$ cat src/rtl/csi_rx_clock_mon.sv
// rtl/csi_rx_clock_mon.sv - multi-channel byte-clock presence monitor driving per-channel ISERDES resets
// Each ext_clock is sampled as data on ref_clock; a per-channel FSM gates reset_out on observed activity.
module csi_rx_clock_mon #(
  parameter int NUM_CH         = 2,
  parameter int SYNC_STAGES    = 2,
  parameter int LOCK_TOGGLES   = 6,
  parameter int LOSS_CYCLES    = 200,
  parameter int HOLDOFF_CYCLES = 16,
  parameter int CNT_W          = 8
) (
  input  logic                    ref_clock,
  input  logic                    reset_in,
  input  logic [NUM_CH-1:0]       ext_clock,
  input  logic [NUM_CH-1:0]       enable,
  input  logic [NUM_CH-1:0]       status_clear,
  output logic [NUM_CH-1:0]       reset_out,
  output logic [NUM_CH-1:0]       clk_locked,
  output logic [NUM_CH-1:0]       clk_lost_sticky,
  output logic [NUM_CH-1:0]       lost_pulse,
  output logic [NUM_CH*CNT_W-1:0] loss_count
);

  localparam int TOG_W  = $clog2(LOCK_TOGGLES + 1);
  localparam int IDLE_W = $clog2(LOSS_CYCLES + 1);
  localparam int HOLD_W = $clog2(HOLDOFF_CYCLES + 1);

  localparam logic [TOG_W-1:0]  TOG_LAST  = TOG_W'(LOCK_TOGGLES - 1);
  localparam logic [IDLE_W-1:0] IDLE_MAX  = IDLE_W'(LOSS_CYCLES);
  localparam logic [IDLE_W-1:0] IDLE_LAST = IDLE_W'(LOSS_CYCLES - 1);
  localparam logic [HOLD_W-1:0] HOLD_LAST = HOLD_W'(HOLDOFF_CYCLES - 1);
  localparam logic [CNT_W-1:0]  CNT_MAX   = '1;

  typedef enum logic [1:0] {
    ST_IDLE,
    ST_ACQUIRE,
    ST_LOCKED,
    ST_HOLDOFF
  } state_t;

  for (genvar i = 0; i < NUM_CH; i++) begin : g_ch
    state_t                 state;
    logic [SYNC_STAGES-1:0] sync_q;
    logic                   hist_q;
    logic [TOG_W-1:0]       tog_cnt;
    logic [IDLE_W-1:0]      idle_cnt;
    logic [HOLD_W-1:0]      hold_cnt;
    logic                   rst_q;
    logic                   locked_q;
    logic                   sticky_q;
    logic                   pulse_q;
    logic [CNT_W-1:0]       cnt_q;

    logic                   toggle;
    logic                   loss_hit;
    logic [IDLE_W-1:0]      idle_nxt;
    logic [CNT_W-1:0]       cnt_inc;

    assign toggle   = sync_q[SYNC_STAGES-1] ^ hist_q;
    assign idle_nxt = toggle ? '0 :
                      (idle_cnt == IDLE_MAX) ? idle_cnt : idle_cnt + IDLE_W'(1);
    // Fires on the cycle the idle count would reach LOSS_CYCLES, not on every saturated cycle.
    assign loss_hit = !toggle && (idle_cnt == IDLE_LAST);
    assign cnt_inc  = (cnt_q == CNT_MAX) ? cnt_q : cnt_q + CNT_W'(1);

    always_ff @(posedge ref_clock) begin
      if (reset_in) begin
        state    <= ST_IDLE;
        sync_q   <= '0;
        hist_q   <= 1'b0;
        tog_cnt  <= '0;
        idle_cnt <= '0;
        hold_cnt <= '0;
        rst_q    <= 1'b1;
        locked_q <= 1'b0;
        sticky_q <= 1'b0;
        pulse_q  <= 1'b0;
        cnt_q    <= '0;
      end else begin
        sync_q  <= {sync_q[SYNC_STAGES-2:0], ext_clock[i]};
        hist_q  <= sync_q[SYNC_STAGES-1];
        pulse_q <= 1'b0;
        if (status_clear[i]) begin
          sticky_q <= 1'b0;
          cnt_q    <= '0;
        end
        if (!enable[i]) begin
          state    <= ST_IDLE;
          rst_q    <= 1'b1;
          locked_q <= 1'b0;
          tog_cnt  <= '0;
          idle_cnt <= '0;
          hold_cnt <= '0;
        end else begin
          case (state)
            ST_IDLE: begin
              state    <= ST_ACQUIRE;
              tog_cnt  <= '0;
              idle_cnt <= '0;
            end
            ST_ACQUIRE: begin
              idle_cnt <= idle_nxt;
              if (toggle) begin
                if (tog_cnt == TOG_LAST) begin
                  state    <= ST_LOCKED;
                  rst_q    <= 1'b0;
                  locked_q <= 1'b1;
                  tog_cnt  <= '0;
                end else begin
                  tog_cnt <= tog_cnt + TOG_W'(1);
                end
              end else if (loss_hit) begin
                tog_cnt <= '0;
              end
            end
            ST_LOCKED: begin
              idle_cnt <= idle_nxt;
              if (loss_hit) begin
                state    <= ST_HOLDOFF;
                rst_q    <= 1'b1;
                locked_q <= 1'b0;
                pulse_q  <= 1'b1;
                sticky_q <= 1'b1;
                cnt_q    <= status_clear[i] ? CNT_W'(1) : cnt_inc;
                idle_cnt <= '0;
                hold_cnt <= '0;
              end
            end
            ST_HOLDOFF: begin
              if (hold_cnt == HOLD_LAST) begin
                state    <= ST_ACQUIRE;
                hold_cnt <= '0;
                tog_cnt  <= '0;
              end else begin
                hold_cnt <= hold_cnt + HOLD_W'(1);
              end
            end
            default: state <= ST_IDLE;
          endcase
        end
      end
    end

    assign reset_out[i]                  = rst_q;
    assign clk_locked[i]                 = locked_q;
    assign clk_lost_sticky[i]            = sticky_q;
    assign lost_pulse[i]                 = pulse_q;
    assign loss_count[i*CNT_W +: CNT_W]  = cnt_q;
  end

endmodule

$ cat config.mk
export PLATFORM = sky130hd
export DESIGN_NAME = csi_rx_clock_mon
export DESIGN_NICKNAME = d
export VERILOG_FILES = /design/src/rtl/csi_rx_clock_mon.sv
export SDC_FILE = /design/constraint.sdc
export NUM_CORES = 1
export LEC_CHECK = 0
export BUFFER_PORTS_ARGS = -buffer_cell sky130_fd_sc_hd__clkbuf_2
export CAP_MARGIN = 10
export CORE_AREA = 3 3 95 97
export CTS_CLUSTER_SIZE = 14
export DETAILED_ROUTE_END_ITERATION = 12
export DIE_AREA = 0 0 98 100
export HOLD_SLACK_MARGIN = 0.08
export PLACE_DENSITY_LB_ADDON = 0.25
export SLEW_MARGIN = 10
export SYNTH_ARGS = -nofsm -noshare
export SYNTH_HDL_FRONTEND = slang
export SYNTH_SLANG_ARGS = --single-unit
export TNS_END_PERCENT = 5
$ cat constraint.sdc
create_clock -name ref_clock -period 4 [get_ports ref_clock]
set_clock_uncertainty 0.05 [all_clocks]
set_input_delay 1.2 -clock ref_clock [delete_from_list [all_inputs] [get_ports ref_clock]]
set_output_delay 1.2 -clock ref_clock [all_outputs]
set_load 0.02 [all_outputs]
After elaboration in Yosys (flattened, before gate mapping)
Cells that the tools add are included.
Word-level totals
  register bits: 66
  output and inout bits: 24
  word-level logic and storage cells: 162
Cells by class
  add/sub/neg operators: 8
  equality and inequality tests: 28
  multiplexer cells: 72
  bitwise logic cells: 6
  reductions and logical operators: 26
Operators with widths (number)
  $mux W8: 18
  $eq A8 B8 Y1 const B: 6
  $pmux W8 S3: 2
  $add A8 B1 Y8 const B: 4
  $mux W3: 8
  $mux W1: 22
  $mux W5: 4
  $pmux W5 S2: 2
  $pmux W3 S3: 2
  $mux W2: 8
  $ne A2 B2 Y1 const B: 8
  $pmux W2 S4: 2
  $reduce_and A4 Y1: 4
  $reduce_bool A3 Y1: 4
  $add A5 B1 Y5 const B: 2
  $eq A5 B4 Y1 const B: 2
  $ne A5 B5 Y1 const B: 2
  $eq A2 B2 Y1 const B: 4
  $pmux W1 S2: 4
  $reduce_bool A2 Y1: 4
  $add A3 B1 Y3 const B: 2
  $eq A3 B3 Y1 const B: 2
  $ne A3 B3 Y1 const B: 2
  $reduce_and A3 Y1: 2
  9 further kinds: 20

Depth between registers and ports, before layout
  word-level depth: 6
  depth in mapped cells: 8
  mapped depth without buffers: 6

Worst setup path before layout
No wires, ideal clock.
  kind: in2reg
  start point: input port enable[0]
  end point: register g_ch[0].cnt_q[5]
  arrival time: 2.397 ns
  path slack: 1.483 ns
  stages: 5
  buffers on the path: 1
  cell sequence: nand2_1 -> or4_1 -> buf_2 -> or4_1 -> a21oi_1
On the way
  longest elaborated chain between the ends: 1
  elaborated cells on any way between the ends: 2
  those cells by class: 1 x eq/ne; 1 x mux
Ends and longest elaborated chain
  start: declaration: RTL line 14  | input logic [NUM_CH-1:0] enable,
  $ne A5 B5 Y1 (no line) or $mux W8 (tied branches)
  end signal: assignment: RTL line 123  | cnt_q <= status_clear[i] ? CNT_W'(1) : cnt_inc;
  end: declaration: RTL line 51  | logic [CNT_W-1:0] cnt_q;
Several ways; a longest one is shown, not always the timed one.
A chain may end at the register's enable or synchronous reset.

Final worst setup path
  start point: input port reset_in
  end point: register g_ch[0].locked_q
On the way
  longest elaborated chain between the ends: 1
Ends and longest elaborated chain
  start: declaration: RTL line 12  | input logic reset_in,
  $reduce_or A2 Y1 (no line)
  end signal: assignment: RTL line 74  | locked_q <= 1'b0;
  end signal: assignment: RTL line 89  | locked_q <= 1'b0;
  end signal: assignment: RTL line 106  | locked_q <= 1'b1;
  end: declaration: RTL line 48  | logic locked_q;
Every way passes these cells.

==> results.cfg <==
[floorplan]
die_x_um = 98
start_util_pct = 45.3
io_pins = 32
core_area_um2 = 8220
fp.dieH_um = 100
num_rows = 33
die_area_um2 = 9800

[timing]
fin_crit_ns = 2.47
setup-violations-final = 0
slew_headroom_pct = 36.4
fin_crit_sh_pct = 61.8
max_freq_ghz = 0.404
fin_setup_tns_ns = 0
slew_viol_final = 0
hold_violations = 0
worstMarginPinSlew_ns = 0.952
rsz0062_at_grt = no

[place]
hpwl_um = 5680
io_buffers = 31
dp.cells = 548
place.gp.congestion = 0.794
postPlaceCellArea_um2 = 3870

[route]
drc = 0
viasPerCell = 5.87
dr.pass1.iters = 5
vias = 3308
wl_per_cell_um = 14.4
drtIter0Drc = 205
antenna_left = 0
totalWireLength_um = 8110

[synth]
yosys.area.top_type = dfxtp_1
seq_area_frac_synth_pct = 35.5
synthCells = 439
async_reset_ff_share_pct = 0
avgSynthCellArea_um2 = 8.48
synth_flop_cell = dfxtp_1
syn_area_um2 = 3720
ys.warnings.count = 0
synth-edff-count = 0
yosysTopAreaCellShare_pct = 35.5
synth_area_leaders = dfxtp_1 35%, ha_1 6.1%, a21oi_1 4.8%, nand2_1 3.8%, nand3_1 2.8%
ys_ff_latch = 66
synth_nets = 465
yosysUniqueCellTypes = 56

[clocking]
clk_latency_ns = 0.35
htree_levels = 3
clk_path_buf_depth = 2
cts_buffers = 9
cts_hold_buffers = 0
cts_sinks = 66
root_buffer = clkbuf_8
cts-resized-gates = 0
cts_tree = done
cts.clk_slew.worst_paths_ns = 0.07
cts_setup_buffers = 0

[layout]
diodes = 0
area_delta_synth_final_pct = 8.81
drive_above_1_share_pct = 13.9
instances_no_fill = 564
finish.instance_area_um2 = 4050
fin_nets = 480

[global_route]
grt-ovfl-total = 0
grtUsageTotal_pct = 17.5
grt-busiest-layer = met2
antenna_found_initial = 0
grt_pass1_wl_um = 14500
grt_pass1_vias = 3132
grt_util_met1_pct = 23.9
grt_max_degree = 25
grt_util_met2_pct = 27.2
use_met3_pct = 3.75

[critical_path]
r2r_end = g_ch[0].cnt_q[5]
required_ns = 4.18
startpoint_type = input port
cp.arrival_ns = 2.66
critical_path.max_fanout = 24
path_class = input port to register
rr_worst_depth = 6
rrSetupSlack_ns = 1.64
r2r_start = g_ch[0].state[0]
critPathCaptureType = register

[power]
p_leak_uw = 0.00143
power.density_nw_per_um2 = 315
ir_worst_vdd_v = 0.000173
p_total_uw = 1280

[hold_path]
hold_path_end = g_ch[0].hold_cnt[4]
hold_path_depth = 2
worstHoldStart = g_ch[0].hold_cnt[4]
hold_path_class = register to register

[run_status]
status = complete, no violations

[flow_run]
drv_cap = 0
-- power breakdown --
group	internal, uW	leakage, uW	switching [uW]	total, uW
registers	665	0.000533	6.78	671
clock network	245	0.0000899	261	505
logic	33.4	0.000807	65.8	99.3
total	943	0.00143	333	1280
-- Yosys cell counts (7+ instances only) --
library cell / count
and2_1: 7
ha_1: 18
nand4_1: 15
buf_4: 8
o41ai_1: 7
nor2_1: 23
or3_1: 8
nor2b_1: 14
dfxtp_1: 66
clkbuf_1: 13
nand2_1: 38
a31oi_1: 9
or4_1: 10
a21oi_1: 36
inv_1: 18
nand3_1: 21
o31ai_1: 10
nand4b_1: 9
-- logic make-up after synthesis --
| kind of cell | synth area share (%) |
|---|---|
| xor+xnor | 0.941 |
| flops | 35.5 |
| fa+ha+maj | 6.05 |
| simple gates | 30.2 |
| compound gates | 18.8 |
| mux | 2.55 |
| buf+inv | 5.95 |
-- routing by layer --
layer	part of all wire (%)	up-vias
li1	-	1671
met1	49	1547
met2	45	79
met3	4.2	11
met4	1.5	0
met5	0	-
-- worst max path at each step --
stage / slack [ns] / startpoint / cells after the start / end
floorplan: 1.48 / enable[0] / 5 / g_ch[0].cnt_q[5]
global route: 1.37 / reset_in / 4 / g_ch[1].locked_q
finish: 1.53 / reset_in / 5 / g_ch[0].locked_q
global placement: 1.21 / reset_in / 4 / g_ch[1].locked_q
CTS: 1.51 / reset_in / 4 / g_ch[1].locked_q
detailed placement: 1.14 / reset_in / 4 / g_ch[1].locked_q
-- critical path: stages --
cell	delay, ns
clkbuf_2	0.37
inv_1	0.15
nand2_1	0.53
nor2_1	0.11
mux2_2	0.28
-- final cells by class --
class	count	area (um^2)
inverters	18	67.6
clock inverters	5	38.8
flip-flops and latches	66	1320
clock buffers	11	141
multi-input cells	326	2180
well taps	105	131
fillers	771	4170
repair buffers	33	170
-- metrics by stage --
step                hold slack [ns]  worst slack, ns  utilization (%)
floorplan                     0.354             1.48                -
global placement              0.365             1.21             47.1
detailed placement            0.369             1.14             47.1
CTS                           0.379             1.51             49.3
global route                  0.396             1.37             49.3
finish                        0.377             1.53             49.3
-- registers in the layout, indices dropped and copies added (netlist names) --
name / count
g_ch.cnt_q: 16
g_ch.hist_q: 2
g_ch.hold_cnt: 10
g_ch.idle_cnt: 16
g_ch.locked_q: 2
g_ch.pulse_q: 2
g_ch.rst_q: 2
g_ch.state: 4
g_ch.sticky_q: 2
g_ch.sync_q: 4
g_ch.tog_cnt: 6
-- placed cells by master (no fill, tap or decap), types with 5 or more instances in the layout --
| master | Yosys | final |
|---|---|---|
| dfxtp_1 | 66 | 66 |
| nand2_1 | 38 | 38 |
| a21oi_1 | 36 | 36 |
| clkbuf_2 | 1 | 31 |
| nor2_1 | 23 | 23 |
| nand3_1 | 21 | 21 |
| inv_1 | 18 | 18 |
| ha_1 | 18 | 18 |
| nand4_1 | 15 | 15 |
| nor2b_1 | 14 | 14 |
| or4_1 | 10 | 10 |
| o31ai_1 | 10 | 10 |
| clkbuf_8 | 0 | 10 |
| nand4b_1 | 9 | 9 |
| a31oi_1 | 9 | 9 |
| or3_1 | 8 | 8 |
| and2_1 | 7 | 7 |
| o41ai_1 | 7 | 7 |
| nor3_1 | 6 | 6 |
| a41oi_1 | 6 | 6 |
| a211oi_1 | 6 | 6 |
| o21ai_0 | 6 | 6 |
| mux2i_1 | 5 | 5 |
| nand3b_1 | 5 | 5 |
| nor3b_1 | 5 | 5 |
Power figures use the tool's default switching activity.
